## src/rtl/axi_default_slave_pkg.sv

```systemverilog
// Shared definitions for the AXI default slave.
//   - Default bus widths used when the top is instantiated without overrides.
//   - AXI response encodings.
//   - State encodings for the independent write and read engines.
package axi_default_slave_pkg;

  localparam int unsigned AXI_ID_BITS   = 8;
  localparam int unsigned AXI_ADDR_BITS = 32;
  localparam int unsigned AXI_DATA_BITS = 32;
  localparam int unsigned AXI_LEN_BITS  = 4;

  typedef enum logic [1:0] {
    RESP_OKAY   = 2'b00,
    RESP_DECERR = 2'b11
  } axi_resp_e;

  typedef enum logic [1:0] {
    W_IDLE,
    W_DATA,
    W_RESP
  } wr_state_e;

  typedef enum logic {
    R_IDLE,
    R_DATA
  } rd_state_e;

endpackage : axi_default_slave_pkg

```

## src/rtl/axi_burst_counter.sv

```systemverilog
// Beat counter for one AXI burst.
//   clk_i   : clock
//   rst_ni  : synchronous active-low reset
//   clear_i : restart the count at zero (address handshake)
//   incr_i  : one data beat was transferred
//   len_i   : latched burst length (beats - 1)
//   last_o  : the current beat is the final one (count == len)
module axi_burst_counter #(
  parameter int unsigned LEN_BITS = 4
) (
  input  logic                clk_i,
  input  logic                rst_ni,
  input  logic                clear_i,
  input  logic                incr_i,
  input  logic [LEN_BITS-1:0] len_i,
  output logic                last_o
);

  logic [LEN_BITS-1:0] count_q;
  logic [LEN_BITS-1:0] count_d;

  assign last_o = (count_q == len_i);

  // NOTE: every signal written in an always_comb gets a default first, so no
  // path leaves it unassigned and no latch is inferred.
  always_comb begin
    count_d = count_q;
    if (clear_i) begin
      count_d = '0;
    end else if (incr_i && !last_o) begin
      // Holding at the final beat keeps a maximum-length burst from wrapping.
      count_d = count_q + LEN_BITS'(1);
    end
  end

  // NOTE: state registers use non-blocking assignments so every flop samples
  // its inputs from the same pre-edge values regardless of statement order.
  always_ff @(posedge clk_i) begin
    if (!rst_ni) begin
      count_q <= '0;
    end else begin
      count_q <= count_d;
    end
  end

endmodule : axi_burst_counter

```

## src/rtl/axi_default_slave.sv

```systemverilog
// AXI default slave: terminates every write and read burst routed to an
// unmapped address with a DECERR response. Write and read engines are
// independent, one outstanding transaction each; data is never stored.
//   ACLK / ARESETn       : clock, synchronous active-low reset
//   AW*_S / W*_S / B*_S  : write address, data and response channels
//   AR*_S / R*_S         : read address and data channels (RDATA always 0)
//   proto_err_o          : sticky, set when WLAST disagrees with the burst length
module axi_default_slave
  import axi_default_slave_pkg::*;
#(
  parameter int unsigned ID_BITS   = AXI_ID_BITS,
  parameter int unsigned ADDR_BITS = AXI_ADDR_BITS,
  parameter int unsigned DATA_BITS = AXI_DATA_BITS,
  parameter int unsigned LEN_BITS  = AXI_LEN_BITS
) (
  input  logic                 ACLK,
  input  logic                 ARESETn,
  // Write address
  input  logic [ID_BITS-1:0]   AWID_S,
  input  logic [ADDR_BITS-1:0] AWADDR_S,
  input  logic [LEN_BITS-1:0]  AWLEN_S,
  input  logic                 AWVALID_S,
  output logic                 AWREADY_S,
  // Write data
  input  logic [DATA_BITS-1:0] WDATA_S,
  input  logic                 WLAST_S,
  input  logic                 WVALID_S,
  output logic                 WREADY_S,
  // Write response
  output logic [ID_BITS-1:0]   BID_S,
  output logic [1:0]           BRESP_S,
  output logic                 BVALID_S,
  input  logic                 BREADY_S,
  // Read address
  input  logic [ID_BITS-1:0]   ARID_S,
  input  logic [ADDR_BITS-1:0] ARADDR_S,
  input  logic [LEN_BITS-1:0]  ARLEN_S,
  input  logic                 ARVALID_S,
  output logic                 ARREADY_S,
  // Read data
  output logic [ID_BITS-1:0]   RID_S,
  output logic [DATA_BITS-1:0] RDATA_S,
  output logic [1:0]           RRESP_S,
  output logic                 RLAST_S,
  output logic                 RVALID_S,
  input  logic                 RREADY_S,
  // Status
  output logic                 proto_err_o
);

  // Address and data payloads are irrelevant to an error responder.
  logic unused_payload;
  assign unused_payload = ^{AWADDR_S, WDATA_S, ARADDR_S};

  // Keeps both address READYs low while in reset and for the reset cycle
  // itself; they rise after the first clock edge with ARESETn high.
  logic ready_en_q;

  always_ff @(posedge ACLK) begin
    if (!ARESETn) begin
      ready_en_q <= 1'b0;
    end else begin
      ready_en_q <= 1'b1;
    end
  end

  // ---------------------------------------------------------------------------
  // Write engine
  // ---------------------------------------------------------------------------
  wr_state_e           w_state_q, w_state_d;
  logic [ID_BITS-1:0]  w_id_q, w_id_d;
  logic [LEN_BITS-1:0] w_len_q, w_len_d;
  logic                proto_err_q, proto_err_d;
  logic                aw_hs, w_hs, w_last;

  assign aw_hs = AWVALID_S && ready_en_q && (w_state_q == W_IDLE);
  assign w_hs  = WVALID_S && (w_state_q == W_DATA);

  axi_burst_counter #(.LEN_BITS(LEN_BITS)) u_w_counter (
    .clk_i  (ACLK),
    .rst_ni (ARESETn),
    .clear_i(aw_hs),
    .incr_i (w_hs),
    .len_i  (w_len_q),
    .last_o (w_last)
  );

  always_comb begin
    w_state_d   = w_state_q;
    w_id_d      = w_id_q;
    w_len_d     = w_len_q;
    proto_err_d = proto_err_q;
    AWREADY_S   = 1'b0;
    WREADY_S    = 1'b0;
    BVALID_S    = 1'b0;
    BID_S       = '0;
    BRESP_S     = RESP_OKAY;

    unique case (w_state_q)
      W_IDLE: begin
        AWREADY_S = ready_en_q;
        if (aw_hs) begin
          w_id_d    = AWID_S;
          w_len_d   = AWLEN_S;
          w_state_d = W_DATA;
        end
      end
      W_DATA: begin
        WREADY_S = 1'b1;
        if (w_hs) begin
          // Termination always follows the beat count; WLAST only flags errors.
          if (WLAST_S != w_last) begin
            proto_err_d = 1'b1;
          end
          if (w_last) begin
            w_state_d = W_RESP;
          end
        end
      end
      W_RESP: begin
        BVALID_S = 1'b1;
        BRESP_S  = RESP_DECERR;
        BID_S    = w_id_q;
        if (BREADY_S) begin
          w_state_d = W_IDLE;
        end
      end
      default: w_state_d = W_IDLE;
    endcase
  end

  always_ff @(posedge ACLK) begin
    if (!ARESETn) begin
      w_state_q   <= W_IDLE;
      w_id_q      <= '0;
      w_len_q     <= '0;
      proto_err_q <= 1'b0;
    end else begin
      w_state_q   <= w_state_d;
      w_id_q      <= w_id_d;
      w_len_q     <= w_len_d;
      proto_err_q <= proto_err_d;
    end
  end

  assign proto_err_o = proto_err_q;

  // ---------------------------------------------------------------------------
  // Read engine
  // ---------------------------------------------------------------------------
  rd_state_e           r_state_q, r_state_d;
  logic [ID_BITS-1:0]  r_id_q, r_id_d;
  logic [LEN_BITS-1:0] r_len_q, r_len_d;
  logic                ar_hs, r_hs, r_last;

  assign ar_hs = ARVALID_S && ready_en_q && (r_state_q == R_IDLE);
  assign r_hs  = RREADY_S && (r_state_q == R_DATA);

  axi_burst_counter #(.LEN_BITS(LEN_BITS)) u_r_counter (
    .clk_i  (ACLK),
    .rst_ni (ARESETn),
    .clear_i(ar_hs),
    .incr_i (r_hs),
    .len_i  (r_len_q),
    .last_o (r_last)
  );

  always_comb begin
    r_state_d = r_state_q;
    r_id_d    = r_id_q;
    r_len_d   = r_len_q;
    ARREADY_S = 1'b0;
    RVALID_S  = 1'b0;
    RID_S     = '0;
    RDATA_S   = '0;
    RRESP_S   = RESP_OKAY;
    RLAST_S   = 1'b0;

    unique case (r_state_q)
      R_IDLE: begin
        ARREADY_S = ready_en_q;
        if (ar_hs) begin
          r_id_d    = ARID_S;
          r_len_d   = ARLEN_S;
          r_state_d = R_DATA;
        end
      end
      R_DATA: begin
        // Payload depends only on registered state, so it is stable under stall.
        RVALID_S = 1'b1;
        RRESP_S  = RESP_DECERR;
        RID_S    = r_id_q;
        RLAST_S  = r_last;
        if (r_hs && r_last) begin
          r_state_d = R_IDLE;
        end
      end
      default: r_state_d = R_IDLE;
    endcase
  end

  always_ff @(posedge ACLK) begin
    if (!ARESETn) begin
      r_state_q <= R_IDLE;
      r_id_q    <= '0;
      r_len_q   <= '0;
    end else begin
      r_state_q <= r_state_d;
      r_id_q    <= r_id_d;
      r_len_q   <= r_len_d;
    end
  end

endmodule : axi_default_slave

```

## config.mk

```make
export PLATFORM = sky130hd
export DESIGN_NAME = axi_default_slave
export DESIGN_NICKNAME = d
export VERILOG_FILES = /design/src/rtl/axi_default_slave_pkg.sv /design/src/rtl/axi_burst_counter.sv /design/src/rtl/axi_default_slave.sv
export SDC_FILE = /design/constraint.sdc
export NUM_CORES = 1
export LEC_CHECK = 0
export BUFFER_PORTS_ARGS = -buffer_cell sky130_fd_sc_hd__clkbuf_2
export CAP_MARGIN = 5
export CELL_PAD_IN_SITES_DETAIL_PLACEMENT = 1
export CELL_PAD_IN_SITES_GLOBAL_PLACEMENT = 1
export CORE_ASPECT_RATIO = 1.2
export CORE_MARGIN = 2
export CORE_UTILIZATION = 25
export CTS_BUF_LIST = sky130_fd_sc_hd__clkbuf_16
export CTS_CLUSTER_DIAMETER = 30
export DETAILED_ROUTE_END_ITERATION = 6
export PLACE_DENSITY_LB_ADDON = 0.1
export SLEW_MARGIN = 20
export SYNTH_ARGS = -nofsm -noshare
export SYNTH_HDL_FRONTEND = slang
export SYNTH_HIERARCHICAL = 1
export SYNTH_SLANG_ARGS = --single-unit
export TNS_END_PERCENT = 20
```

## constraint.sdc

```tcl
create_clock -name ACLK -period 2.2 [get_ports ACLK]
set_clock_uncertainty 0.1 [all_clocks]
set_input_delay 0.44 -clock ACLK [delete_from_list [all_inputs] [get_ports ACLK]]
set_output_delay 0.44 -clock ACLK [all_outputs]
set_load 0.01 [all_outputs]
```

==> impl_metrics.toml <==
[detailed_routing]
via_per_inst = 3.99
drcViolationCount = 0
ant_nets = 0
drt-total-wl_mm = 4.69
detail_route.wl_per_cell_microns = 11.4
vias = 1639
dr.first_iter.drc_count = 36
dr.pass1.iters = 4

[placement]
pre_cts_ws_ps = 375
place.gp.congestion = 0.716
place_area_sq_um = 2400
portBuffers = 58
dp_cells = 403
place_hpwl_mm = 3.60

[power]
p_leak_nw = 1.21
vdd_drop_max_v = 0.000247
total_power_mw = 1.63
p_per_area_nw_per_um2 = 639

[synth]
syn_area_per_cell_sq_um = 8.85
synth-seq-area-share_pct = 35.3
yosysWarnings = 6
synth_ff_type = "dfxtp_1"
synth.largest_area_cell = "dfxtp_1"
postSynth.asyncResetShare_pct = 0
synth_top_cell_area_share_pct = 35.3
synth_area_sq_um = 2100
synth_edf_count = 0
synthCells = 237
ys_ff_latch = 37
synth_area_leaders = "dfxtp_1, buf_4, mux2i_1"
synth_cell_type_count = 30

[clock_tree]
clk_latency_ps = 280
root_buffer = "clkbuf_16"
post_cts_resized = 0
cts_buffers = 5
htree_levels = 2
cts_num_sinks = 37
cts_setup_buffers = 0
cts_tree = "done"
hold_buffers = 0
clk_pin_slew_ps = 60
clockBufferDepth = 2

[final_layout]
mostFrequentLayoutCell = "clkbuf_2"
drive_gt1_share_pct = 27.3
fin_cells = 411
areaGrowthSynthToFinish_pct = 21.4
fin_util_pct = 31.2
fill_cells = 1012
antenna_cells = 0
nets = 426
design_area_sq_um = 2540
most-common-layout-cells = "clkbuf_2, nand2_1, dfxtp_1"

[timing]
max_freq_mhz = 480
setup_tns_ps = 0
rsz0062_at_grt = "no"
period_minus_slack_ps = 2080
finalHoldViolCount = 0
hold_slack_ps = 291
final.period_utilization_pct = 94.7
slew_violations = 0
setup_violations = 0
worst_slack_ps = 117

[critical_path]
start_kind = "flop"
reg2reg_slack_ps = 630
reg2regPathDepth = 4
r2r-end = "u_w_counter/count_q[3]"
crit_path_cell_trace = "xor2_2 > nor4_1 > and2_1 > clkbuf_2"
crit_arrival_ps = 1540
worst-setup-path-type = "reg2out"
cp_slowest_cell = "dfxtp_1"
path_max_fanout = 4
worstSetupEndpointType = "primary output"
worstReg2RegStart = "w_state_q[0]"
cp_slowest_stage_delay_ps = 370
required_ps = 1660

[status]
status = "finished, final reports clean"

[min_path]
whs_path_depth = 3
min_from = "ARLEN_S[1]"
hp-class = "in2reg"
min_to = "r_len_q[1]"

[grt]
grt_max_degree = 26
grt_pass1_vias = 1632
grt-ovfl-total = 0
grt_pass1_wl_mm = 7.83
grt_use_total_pct = 10.9
antenna_found_initial = 0

[floorplan]
io_pins = 187
dieArea_sq_um = 9140
dieWidth_microns = 87.6
rows = 36
start_util_pct = 25.7
core_area_sq_um = 8150
die_y_microns = 104

[job]
max_cap_viol_count = 0
==> worst max path at each step <==
stage	startpoint	end	slack, ps
finish	u_r_counter/count_q[0]	RLAST_S	120
global route	u_r_counter/count_q[1]	RLAST_S	50
CTS	w_state_q[0]	BID_S[1]	70
detailed placement	w_state_q[0]	BID_S[1]	380
global placement	w_state_q[0]	BID_S[1]	380
floorplan	w_state_q[1]	BID_S[0]	620
==> logic make-up after synthesis <==
group           count (synthesis)  share of synthesized area [%]
fa+ha+maj                       2                           1.19
other cells                     1                          0.179
mux                            24                           11.5
simple gates                   95                           22.8
xor+xnor                       11                           5.31
buf+inv                        50                           16.8
compound gates                 17                           6.92
flops                          37                           35.3
==> metal layers <==
| layer | vias to the layer above | part of all wire [%] | track usage [%] | wire length [microns] |
|---|---|---|---|---|
| li1 | 824 | - | - | - |
| met5 | - | 0 | 0 | 0 |
| met1 | 757 | 47 | 13.6 | 2190 |
| met2 | 54 | 47 | 18.1 | 2230 |
| met3 | 4 | 4.5 | 2.46 | 213 |
| met4 | 0 | 1.3 | 3.96 | 63 |
==> sequential cells by signal, indices dropped and copies added, names as in the netlist <==
name and cells:
r_id_q 8, w_id_q 8, r_len_q 4, u_r_counter/count_q 4
u_w_counter/count_q 4, w_len_q 4, w_state_q 2, proto_err_o 1
r_state_q 1, ready_en_q 1
==> Yosys cell counts (all sizes together) (4+ instances only) <==
cell type,instances
buf,41
a21oi,5
xor2,11
and2,19
o21ai,6
mux2i,24
clkbuf,7
or3,4
dfxtp,37
nand2,50
nor2b,6
nand3,5
==> where the power goes <==
| part | internal (mW) | switching [mW] |
|---|---|---|
| combinational | 0.100 | 0.129 |
| sequential | 0.700 | 0.0217 |
| clock | 0.409 | 0.265 |
| total | 1.21 | 0.416 |
==> area by class of cell <==
| cell class | instances | area [sq um] | share of cell area [%] |
|---|---|---|---|
| Clock buffer | 5 | 125 | 4.92 |
| Clock inverter | 3 | 12.5 | 0.492 |
| Inverter | 2 | 7.51 | 0.295 |
| Multi-Input combinational cell | 181 | 1130 | 44.4 |
| Sequential cell | 37 | 741 | 29.1 |
| Tap cell | 114 | 143 | 5.60 |
| Timing Repair Buffer | 69 | 385 | 15.1 |
==> worst max-delay path: cells and delay by family (launching register included) <==
family | cells | cell delay (ps)
buf+inv | 1 | 120
xor+xnor | 1 | 220
simple gates | 2 | 550
flops | 1 | 370
(Power assumes the default switching activity.)
